**src/rtl/riscmakers_icache_refill.sv**
```systemverilog
// Icache refill engine: splits a line fill or 64-bit non-cacheable fetch into
// single-beat reads on a req/gnt/rvalid bus and returns the assembled line.
module riscmakers_icache_refill #(
    parameter int PADDR_WIDTH = 34,
    parameter int LINE_WIDTH  = 128,
    parameter int BEAT_WIDTH  = 32,
    parameter int TID_WIDTH   = 2
) (
    input  logic                   clk_i,
    input  logic                   rst_i,
    input  logic                   req_valid_i,
    output logic                   req_ack_o,
    input  logic [PADDR_WIDTH-1:0] req_paddr_i,
    input  logic                   req_nc_i,
    input  logic [TID_WIDTH-1:0]   req_tid_i,
    output logic                   rtrn_vld_o,
    output logic [TID_WIDTH-1:0]   rtrn_tid_o,
    output logic [LINE_WIDTH-1:0]  rtrn_data_o,
    output logic                   rtrn_err_o,
    output logic                   mem_req_o,
    output logic [PADDR_WIDTH-1:0] mem_addr_o,
    input  logic                   mem_gnt_i,
    input  logic                   mem_rvalid_i,
    input  logic [BEAT_WIDTH-1:0]  mem_rdata_i,
    input  logic                   mem_err_i
);

    localparam int NUM_BEATS = LINE_WIDTH / BEAT_WIDTH;
    localparam int NC_BEATS  = 64 / BEAT_WIDTH;
    localparam int LINE_OFF  = $clog2(LINE_WIDTH / 8);
    localparam int BEAT_OFF  = $clog2(BEAT_WIDTH / 8);
    localparam int CNT_W     = (NUM_BEATS > 1) ? $clog2(NUM_BEATS) : 1;
    localparam int SLOT_W    = (LINE_WIDTH > 64) ? $clog2(LINE_WIDTH / 64) : 1;

    localparam logic [PADDR_WIDTH-1:0] LINE_MASK = ~PADDR_WIDTH'((LINE_WIDTH / 8) - 1);
    localparam logic [PADDR_WIDTH-1:0] NC_MASK   = ~PADDR_WIDTH'(7);

    typedef enum logic [1:0] {IDLE, ISSUE, WAIT_RDATA, RESPOND} state_t;

    state_t                 state_reg;
    logic [PADDR_WIDTH-1:0] base_reg;
    logic                   nc_reg;
    logic [SLOT_W-1:0]      slot_reg;
    logic [TID_WIDTH-1:0]   tid_reg;
    logic [CNT_W-1:0]       cnt_reg;
    logic [LINE_WIDTH-1:0]  line_reg;
    logic                   err_reg;

    logic [PADDR_WIDTH-1:0] req_base;
    logic [SLOT_W-1:0]      req_slot;
    logic [CNT_W-1:0]       beat_pos;
    logic                   last_beat;

    // A 64-bit line has only one slot, so there are no slot bits to extract.
    generate
        if (LINE_WIDTH > 64) begin : gen_slot
            assign req_slot = req_paddr_i[LINE_OFF-1:3];
        end else begin : gen_no_slot
            assign req_slot = '0;
        end
    endgenerate

    assign req_base  = req_paddr_i & (req_nc_i ? NC_MASK : LINE_MASK);
    assign beat_pos  = nc_reg ? (CNT_W'(slot_reg * NC_BEATS) + cnt_reg) : cnt_reg;
    assign last_beat = (cnt_reg == (nc_reg ? CNT_W'(NC_BEATS - 1) : CNT_W'(NUM_BEATS - 1)));

    assign req_ack_o   = (state_reg == IDLE) && req_valid_i;
    assign mem_req_o   = (state_reg == ISSUE);
    assign mem_addr_o  = base_reg + (PADDR_WIDTH'(cnt_reg) << BEAT_OFF);
    assign rtrn_vld_o  = (state_reg == RESPOND);
    assign rtrn_tid_o  = tid_reg;
    assign rtrn_data_o = line_reg;
    assign rtrn_err_o  = err_reg;

    always_ff @(posedge clk_i) begin
        if (rst_i) begin
            state_reg <= IDLE;
            base_reg  <= '0;
            nc_reg    <= 1'b0;
            slot_reg  <= '0;
            tid_reg   <= '0;
            cnt_reg   <= '0;
            line_reg  <= '0;
            err_reg   <= 1'b0;
        end else begin
            case (state_reg)
                IDLE: begin
                    if (req_valid_i) begin
                        base_reg  <= req_base;
                        nc_reg    <= req_nc_i;
                        slot_reg  <= req_slot;
                        tid_reg   <= req_tid_i;
                        cnt_reg   <= '0;
                        line_reg  <= '0;
                        err_reg   <= 1'b0;
                        state_reg <= ISSUE;
                    end
                end
                ISSUE: begin
                    if (mem_gnt_i) begin
                        state_reg <= WAIT_RDATA;
                    end
                end
                WAIT_RDATA: begin
                    // Errors are accumulated but never cut the burst short.
                    if (mem_rvalid_i) begin
                        line_reg[beat_pos*BEAT_WIDTH +: BEAT_WIDTH] <= mem_rdata_i;
                        err_reg <= err_reg | mem_err_i;
                        if (last_beat) begin
                            state_reg <= RESPOND;
                        end else begin
                            cnt_reg   <= cnt_reg + 1'b1;
                            state_reg <= ISSUE;
                        end
                    end
                end
                RESPOND: begin
                    state_reg <= IDLE;
                end
                default: begin
                    state_reg <= IDLE;
                end
            endcase
        end
    end

endmodule

```
**config.mk**
```make
export PLATFORM = sky130hd
export DESIGN_NAME = riscmakers_icache_refill
export DESIGN_NICKNAME = d
export VERILOG_FILES = /design/src/rtl/riscmakers_icache_refill.sv
export SDC_FILE = /design/constraint.sdc
export NUM_CORES = 1
export LEC_CHECK = 0
export ABC_CLOCK_PERIOD_IN_PS = 2100
export BUFFER_PORTS_ARGS = -buffer_cell sky130_fd_sc_hd__buf_2
export CORE_AREA = 2 2 169 171
export DETAILED_ROUTE_END_ITERATION = 12
export DIE_AREA = 0 0 171 173
export HOLD_SLACK_MARGIN = 0.05
export PLACE_DENSITY = 0.57
export SLEW_MARGIN = 40
export SYNTH_ARGS = -nofsm -noshare
export SYNTH_HDL_FRONTEND = slang
export SYNTH_SLANG_ARGS = --single-unit
export TNS_END_PERCENT = 50
```
**constraint.sdc**
```tcl
create_clock -name clk_i -period 2.1 [get_ports clk_i]
set_input_delay 0.21 -clock clk_i [delete_from_list [all_inputs] [get_ports clk_i]]
set_output_delay 0.21 -clock clk_i [all_outputs]
set_load 0.01 [all_outputs]
```
* Word level (Yosys, flattened, before mapping)
Index checks and enable logic that the tools add are counted.
** Operators by class
- $add $sub $neg :: 4
- Eq/ne operators :: 8
- Shift operators :: 2
- Multiplexer cells :: 19
- Bitwise operators :: 2
- Reduce and logical (&&, ||, !) cells :: 7
** Operator list (count)
- two-way mux 128 bit :: 2
- case mux 128 bit (2 select lines) :: 1
- bitwise mux 128 bit :: 1
- variable shift 32 x 34 -> 128 bit, first input constant :: 1
- indexed part select 32 x 34 -> 128 bit :: 1
- adder 34 x 4 -> 34 bit :: 1
- bitwise AND 34 bit :: 1
- negation 7 -> 34 bit :: 1
- two-way mux 2 bit :: 9
- case mux 2 bit (4 select lines) :: 1
- inequality test 2 bit, second input constant :: 3
- AND reduction 3 bit :: 2
- == test 2 bit, second input constant :: 2
- two-way mux 4 bit :: 1
- case mux 2 bit (2 select lines) :: 1
- AND reduction 4 bit :: 1
- adder 2 x 1 -> 2 bit, second input constant :: 1
- adder 2 bit :: 1
- == test 2 x 1 -> 1 bit, second input constant :: 1
- == test 2 bit :: 1
- zero test 2 bit :: 1
- two-way mux 1 bit :: 2
- inequality test 2 x 1 -> 1 bit, second input constant :: 1
- case mux 1 bit (2 select lines) :: 1
- 4 further kinds :: 4
** Storage, ports and cells
- Register bits after elaboration :: 171
- Input bits :: 75
- Output and inout port bits :: 168
- Logic and storage cells :: 50

* Depth between registers and ports, before layout
Gate-level depths: netlist of run 1.
- Word-level depth :: 7
- Gate-level depth with buffers :: 10
- Mapped depth without buffers :: 8

* Least setup slack after synthesis of run 1
OpenSTA, ideal clock, no wires.
- Path kind :: flip-flop to output port
- Start point :: reg cnt_reg[1]
- End point :: out mem_addr_o[31]
- Data arrival time :: 1.757 ns
- Required time :: 1.890 ns
- Path slack :: 0.133 ns
- Stages on the path, launching flop included :: 8
- Path buffers :: 1
- Path through :: dfxtp_1 ha_1 ha_1 and4_1 clkbuf_1 nand3_2 nor4_1 xor2_1
** On the way
- Cells in the longest elaborated chain, start to end :: 1
** RTL lines
- from (decl) :: line 45 : logic [CNT_W-1:0] cnt_reg;
- from (signal assigned) :: line 112 : cnt_reg <= cnt_reg + 1'b1;
- adder 34 x 4 -> 34 bit :: line 69 : assign mem_addr_o = base_reg + (PADDR_WIDTH'(cnt_reg) << BEAT_OFF);
- to (decl) :: line 21 : output logic [PADDR_WIDTH-1:0] mem_addr_o,
Every way passes these cells.

* Worst setup path after layout of run 1
- Start point :: reg base_reg[13]
- End point :: out mem_addr_o[26]
** On the way
- Cells in the longest elaborated chain, start to end :: 1
** RTL lines
- from (decl) :: line 41 : logic [PADDR_WIDTH-1:0] base_reg;
- from (signal assigned) :: line 89 : base_reg <= req_base;
- adder 34 x 4 -> 34 bit :: line 69
Every way passes these cells.

==> results.md, run 1 <==
* Run status: finished, violations left
* Violations in the final reports: negative setup slack
* Final critical-path required period at roughly 2.2 ns
* Later-pin clock latency in the skew report at approximately 0.43 ns
* Overall die area at roughly 30000 um^2
* Largest area contributor in the synthesized netlist: sky130_fd_sc_hd__dfxtp_1
* Switching Fraction at about 30%
* Vertical die dimension at 173 um
* Mean instance size in the synthesized netlist at about 8 um^2
* Proportion of power drawn by flip-flops and latches at 44.3%
* Register bit total from synthesis at ~170
* Largest fanout on the critical path at 5
* Length of the first detailed-routing pass in iterations at 5
* Max reg flops at approximately 130
* Final hold violations at 0
* Transition time at the pin with the least slew margin at roughly 0.55 ns
* Vias per std cell at around 4.7
* Antenna-violating nets left at 0
* Cell Rows at just over 60
* Antenna violations before repair at 0
* Most frequent cells in the layout: 237 x sky130_fd_sc_hd__buf_2, 209 x sky130_fd_sc_hd__nand2_1, 167 x sky130_fd_sc_hd__a21oi_1
* Highest achievable clock rate at around 0.45 GHz
* Cell variety after synth at 34
* Vias in the first global route at a little under 7000
* Critical path type: reg2out
* Buffer depth of the longest clock path at 2
* Starting density of the core at about 25%
* Worst IR drop on VDD at between 0.5 and 0.6 mV
* Global placement routability congestion at 0.805
* Final clock skew at between 0.01 and 0.015 ns
* Warnings from Yosys at 0
* Biggest area contributors in the synthesized netlist: sky130_fd_sc_hd__dfxtp_1 49%, sky130_fd_sc_hd__a21oi_1 12%, sky130_fd_sc_hd__nand2_1 12%
* Half-perimeter wire length after placement at about 17000 um
* Worst Hold Class: in2reg
* Maximum number of pins on one net before global-route repair at 64
* Average wire per standard cell at 17.2 um
* Final critical-path share of the clock period at 105%
* Slew HR at between 60% and 70%
* Hold slack final at between 0.06 and 0.07 ns
* Initial drt markers at approximately 330
* Clock transition at the registers of the reported paths at about 0.08 ns
* Worst-path cell chain: and3_4 -> nand4_1 -> buf_6 -> nor3_4 -> xor2_1 -> buf_2
* Standby leakage power at 0.00426 uW
* Max Transition Viols Final at 0
* Cell area power density at 745 nW/um^2
* Critical path required time at approximately 1.9 ns
* Total global routing overflow at 0
* Max-cap violations at 0
* Net switching power at ~2200 uW
* # clock sinks at approximately 170
* Pre-CTS setup slack at -0.0159 ns
* Cell chosen for the clock root: sky130_fd_sc_hd__clkbuf_16
* Combinational fraction of design power at between 10% and 20%
* Register area share after synthesis at between 40% and 50%
* Met3 usage at about 4.4%
* Maximum cell stage delay along the critical path at approximately 0.40 ns
* Cell with the largest stage delay on the worst path: sky130_fd_sc_hd__dfxtp_1
* Most common library cell in the layout ignoring fill and taps: sky130_fd_sc_hd__buf_2
* GR Util All Layers at 17.0%
* Placeable core area at between 20000 and 30000 um^2
* CTS buffer count at 17
* Wire length of the first global-routing pass at about 40000 um
* Share of cells above drive strength 1 at 32.4%
* Global-route met2 utilization at between 20% and 30%
* Vias after detailed routing at around 7000
* H-Tree Level Count at 4
* Element type at the critical path end: primary output
* Post-Syn Instances at between 800 and 900
* Buffering stage count on the worst path with inverters included at 2
* Share of the synthesized area in the top cell type at between 40% and 50%
* Final wirelength at 26400 um
* Horizontal die dimension at approximately 170 um
* Clock network fraction of total power at roughly 45%
* Internal power of the cells at 5270 uW
* Total DRC errors in the routed layout at 0
* RSZ-0062 raised after global routing: yes
* Final-report setup violation count at 14
* CTS tree: yes
* Crit path max-delay family: simple AND/OR/NAND/NOR gates
* Net count, final at 1223
* I/O Pins at between 200 and 250
* Met1 track demand over resource in global routing at ~22%
* Kind of start point of the critical path: flip-flop
* Signed area change from the synthesized netlist to the final layout at 46.0%
* Arrival @ worst endpoint at about 2 ns
* Final critical-path setup slack at -0.114 ns
* Port-buffer cells at 237
* Number of antenna diodes at 0
* Busiest layer in global routing: met2
* Cell area after synthesis at 6840 um^2
[stage by stage]
step           TNS [ns]  utilization, %  cells  power, uW  instance area, um^2
2_1_floorplan         0               -    872       3730                 6840
3_3_place_gp          0            31.3   1454       4120                 8650
3_5_place_dp    -0.0933            31.3   1454       4130                 8650
4_1_cts          -0.558            35.5   1525       7510                 9810
5_1_grt           -2.65            36.1   1532       7750                 9980
6_report         -0.816            36.1   1532       7440                 9980
[kinds of logic (layout without fill, tap and decap cells)]
group / count (synthesis) / after routing / synth area share [%]
AO/OA/AOI/OAI: 170 / 170 / 12.5
adder cells (fa/ha/maj): 7 / 7 / 1.28
AND/OR/NAND/NOR: 410 / 411 / 27.5
XOR/XNOR: 31 / 31 / 3.97
multiplexers: 2 / 2 / 0.311
other: 1 / 2 / 0.0549
flip-flops: 168 / 168 / 49.2
buffers and inverters: 82 / 363 / 5.16
[worst register-to-register path, delay by kind of cell (launching register included)]
family          cells  cell delay [ns]
simple gates        3             0.52
xor+xnor            1             0.25
flops               1             0.34
compound gates      1             0.14
buf+inv             3             0.46
fa+ha+maj           1             0.20
[final cells by class]
| type | count | area, um^2 |
|---|---|---|
| clock buffers | 17 | 425 |
| clock inverters | 15 | 198 |
| fillers | 2938 | 17600 |
| inverters | 9 | 33.8 |
| multi-input cells | 623 | 3370 |
| flip-flops and latches | 168 | 3380 |
| well taps | 378 | 473 |
| repair buffers | 322 | 2100 |
[power groups by stage]
stage	logic (uW)	registers [uW]	clock network, uW
final	826	3290	3320
after global routing	902	3300	3550
after CTS	824	3290	3400
after detailed placement	773	3360	0
after global placement	766	3360	0
after floorplan	377	3360	0
[path summary, 6_finish.rpt]
check	startpoint	depth (start not counted)	endpoint	slack, ns
worst min register to register	rtrn_data_o[11]	2	rtrn_data_o[11]	0.45
worst max register to register	slot_reg	9	rtrn_data_o[60]	0.14
worst max-delay path	base_reg[13]	6	mem_addr_o[26]	-0.11
worst min-delay path	mem_rdata_i[18]	3	rtrn_data_o[18]	0.07
[layer usage]
metal	share of wire [%]	wire, um
met5	0	0
met3	7.3	1940
met2	48	12600
met4	1.5	406
met1	43	11400
[synth_stat cells (all sizes together)]
cell type / n
nand2: 210
dfxtp: 168
a21oi: 167
nand3: 146
clkbuf: 43
buf: 30
xor2: 18
nor3: 13
xnor2: 13
nor2: 10
inv: 9
and3: 8
ha: 7
and4: 5
nand4: 5
nand2b: 4
and2: 2
nor4: 2
nor4b: 2
a2111oi: 1
a31oi: 1
conb: 1
mux2: 1
mux2i: 1
nand3b: 1
o21ai: 1
or3: 1
or3b: 1
[repair_timing]
action | CTS | global route
pin swaps | 7 | 12
cloned | 1 | 3
endpoints found under the hold margin | 33 | 0
hold buffers | 32 | 0
endpoints found under the setup margin | 56 | 115
gates resized for setup | 43 | 18
setup buffers | 6 | 4
(Power assumes the default switching activity.)
==> inputs of run 2 (changes only) <==
Settings changed: PLACE_DENSITY 0.57 to unset, SLEW_MARGIN 40 to 10.
==> run 2 against run 1 <==
Effect of this change: the run still ends with negative setup slack left; sequential share of layout area is 0.093 points lower; final cell count hardly changed; core utilization is 0.059 points higher; clock power is 1% lower; die area stayed put; via count is 1.2% lower; non-clock buffer count stayed put; register-to-register slack hardly changed; combinational power is 1% higher; design area is 0.16% higher; routed wire length is 2.7% lower; setup slack worse by 0.049 ns; largest power group is now registers; highest routed layer unchanged.
==> results.md, run 2 (same netlist as run 1, synthesis figures left out) <==
* Run status: finished, violations left
* Violations in the final reports: negative setup slack
* CTS tree: yes
* Final instance area at approximately 10000 um^2
* Terminating pin of the worst hold path: rtrn_data_o[118]
* RSZ-0062 raised after global routing: yes
* Area of combinational cells with multiple inputs at ~3400 um^2
* Cell Rows at 61
* Vertical die dimension at approximately 170 um
* Filler instances at between 2000 and 3000
* Wire length of the first global-routing pass at slightly below 40000 um
* Largest fanout on the critical path at 5
* Arrival @ worst endpoint at 2.05 ns
* # clock sinks at approximately 170
* Final clock skew at about 0.012 ns
* Critical path type: reg2out
* I/O Pins at approximately 240
* Total global routing overflow at 0
* Vias after detailed routing at ~7000
* Clock network fraction of total power at between 40% and 50%
* Length of the first detailed-routing pass in iterations at 5
* Final-report setup violation count at 10
* Critical path required time at approximately 1.9 ns
* Worst hold path cell count at 3
* Maximum number of pins on one net before global-route repair at 91
* Capture point of the worst reg-to-reg path: rtrn_data_o[73]
* Combinational fraction of design power at ~11%
* Worst Hold Class: in2reg
* Placeable core area at between 20000 and 30000 um^2
* Worst reg-to-reg setup slack at between 0.1 and 0.15 ns
* Most common library cell in the layout ignoring fill and taps: sky130_fd_sc_hd__buf_2
* Final wirelength at between 20000 and 30000 um
* Final hold violations at 0
* Max reg flops at roughly 130
* Global placement routability congestion at between 0.8 and 0.9
* Final critical-path required period at around 2.3 ns
* Most frequent cells in the layout: 236 x sky130_fd_sc_hd__buf_2, 208 x sky130_fd_sc_hd__nand2_1, 166 x sky130_fd_sc_hd__a21oi_1
* Final critical-path setup slack at -0.162 ns
* Switching Fraction at about 27%
* Antenna-violating nets left at 0
* Average wire per standard cell at 16.8 um
* Number of cell instances on the worst register-to-register path at 9
* Overall die area at 29600 um^2
* Later-pin clock latency in the skew report at 0.42 ns
* Core Util, Final at between 30% and 40%
* Proportion of power drawn by flip-flops and latches at approximately 44%
* Placed cell area at 8670 um^2
* Signed area change from the synthesized netlist to the final layout at 46.3%
* Beginning of the worst hold path: mem_rdata_i[22]
* Kind of start point of the critical path: flip-flop
* Worst IR drop on VDD at between 0.5 and 0.6 mV
* Max-cap violations at 0
* Buffer depth of the longest clock path at 2
* CTS buffer count at 17
* Pre-CTS setup slack at -0.0328 ns
* Antenna violations before repair at 1
* Final critical-path share of the clock period at 108%
* Port-buffer cells at approximately 240
* Worst reg2reg path startpoint: cnt_reg[1]
* Half-perimeter wire length after placement at about 17000 um
* Horizontal die dimension at approximately 170 um
* Internal power of the cells at around 5400 uW
* Highest achievable clock rate at 0.442 GHz
* Element type at the critical path end: primary output
* Initial drt markers at 535
* Vias in the first global route at about 6800
* Clock transition at the registers of the reported paths at roughly 0.070 ns
* Starting density of the core at ~25%
* Cell chosen for the clock root: sky130_fd_sc_hd__clkbuf_16
* Standby leakage power at about 0.0042 uW
* GR Util All Layers at about 17%
* Net switching power at between 2000 and 2500 uW
* H-Tree Level Count at 4
* Flip-flop and latch area at ~3400 um^2
* Max Transition Viols Final at 0
* Cell area power density at about 740 nW/um^2
* Net count, final at approximately 1200
* Vias per std cell at roughly 4.6
* Total DRC errors in the routed layout at 0
* Share of cells above drive strength 1 at roughly a third
==> run 2: how the worst max path moves through the flow <==
stage                            endpoint  cells past startpoint         from  slack [ns]
after floorplan            mem_addr_o[31]                      7   cnt_reg[1]        0.13
after global placement    rtrn_data_o[51]                      8       nc_reg        0.04
after detailed placement  rtrn_data_o[43]                      8       nc_reg       -0.03
after CTS                  mem_addr_o[33]                      8  base_reg[3]       -0.11
after global routing       mem_addr_o[33]                      7   cnt_reg[1]       -0.25
final                      mem_addr_o[33]                      7   cnt_reg[1]       -0.16
==> run 2: area by class of cell <==
| cell class | count | share of cell area (%) |
|---|---|---|
| multi-input combinational | 623 | 33.9 |
| sequential | 168 | 33.8 |
| timing repair buffer | 322 | 21.2 |
| tap | 378 | 4.73 |
| clock buffer | 20 | 4.67 |
| clock inverter | 12 | 1.39 |
| inverter | 9 | 0.338 |
| antenna | 1 | 0.0250 |
==> run 2: routing by layer <==
layer	share of wire (%)	up-vias	global-route usage [%]	wire, um
met2	48	241	28.3	12300
met3	7.4	24	4.30	1910
met4	1.7	0	4.98	448
met1	43	3360	21.1	11000
li1	-	3482	-	-
met5	0	-	0	0
==> run 2: critical path: stages, from the launching register on <==
cell	delay, ns
sky130_fd_sc_hd__dfxtp_4	0.36
sky130_fd_sc_hd__ha_4	0.14
sky130_fd_sc_hd__ha_4	0.12
sky130_fd_sc_hd__and4_4	0.27
sky130_fd_sc_hd__nand3_4	0.14
sky130_fd_sc_hd__nor3_4	0.25
sky130_fd_sc_hd__xor2_1	0.18
sky130_fd_sc_hd__buf_2	0.16
==> run 2: metrics by stage <==
stage | setup TNS [ns] | hold WS (ns) | instances | total power [uW]
after floorplan | 0 | 0.346 | 872 | 3730
after global placement | 0 | 0.435 | 1453 | 4130
after detailed placement | -0.263 | 0.440 | 1453 | 4140
after CTS | -0.767 | 0.0516 | 1531 | 7490
after global routing | -2.77 | 0.0540 | 1532 | 7710
final | -0.926 | 0.0711 | 1533 | 7410
==> run 2: repair_timing <==
| action | 4_1_cts | 5_1_grt |
|---|---|---|
| gates cloned | 2 | 0 |
| hold endpoints to repair | 35 | 0 |
| resized for setup | 32 | 27 |
| setup endpoints to repair | 84 | 61 |
| pin swaps | 9 | 14 |
| buffers inserted | 10 | 4 |
| hold buffers | 34 | 0 |
==> run 2: power groups by stage <==
stage	logic (uW)	registers [uW]	clock network, uW
after floorplan	377	3360	0
after global placement	777	3360	0
after detailed placement	780	3360	0
after CTS	838	3290	3360
after global routing	906	3300	3510
final	838	3290	3280
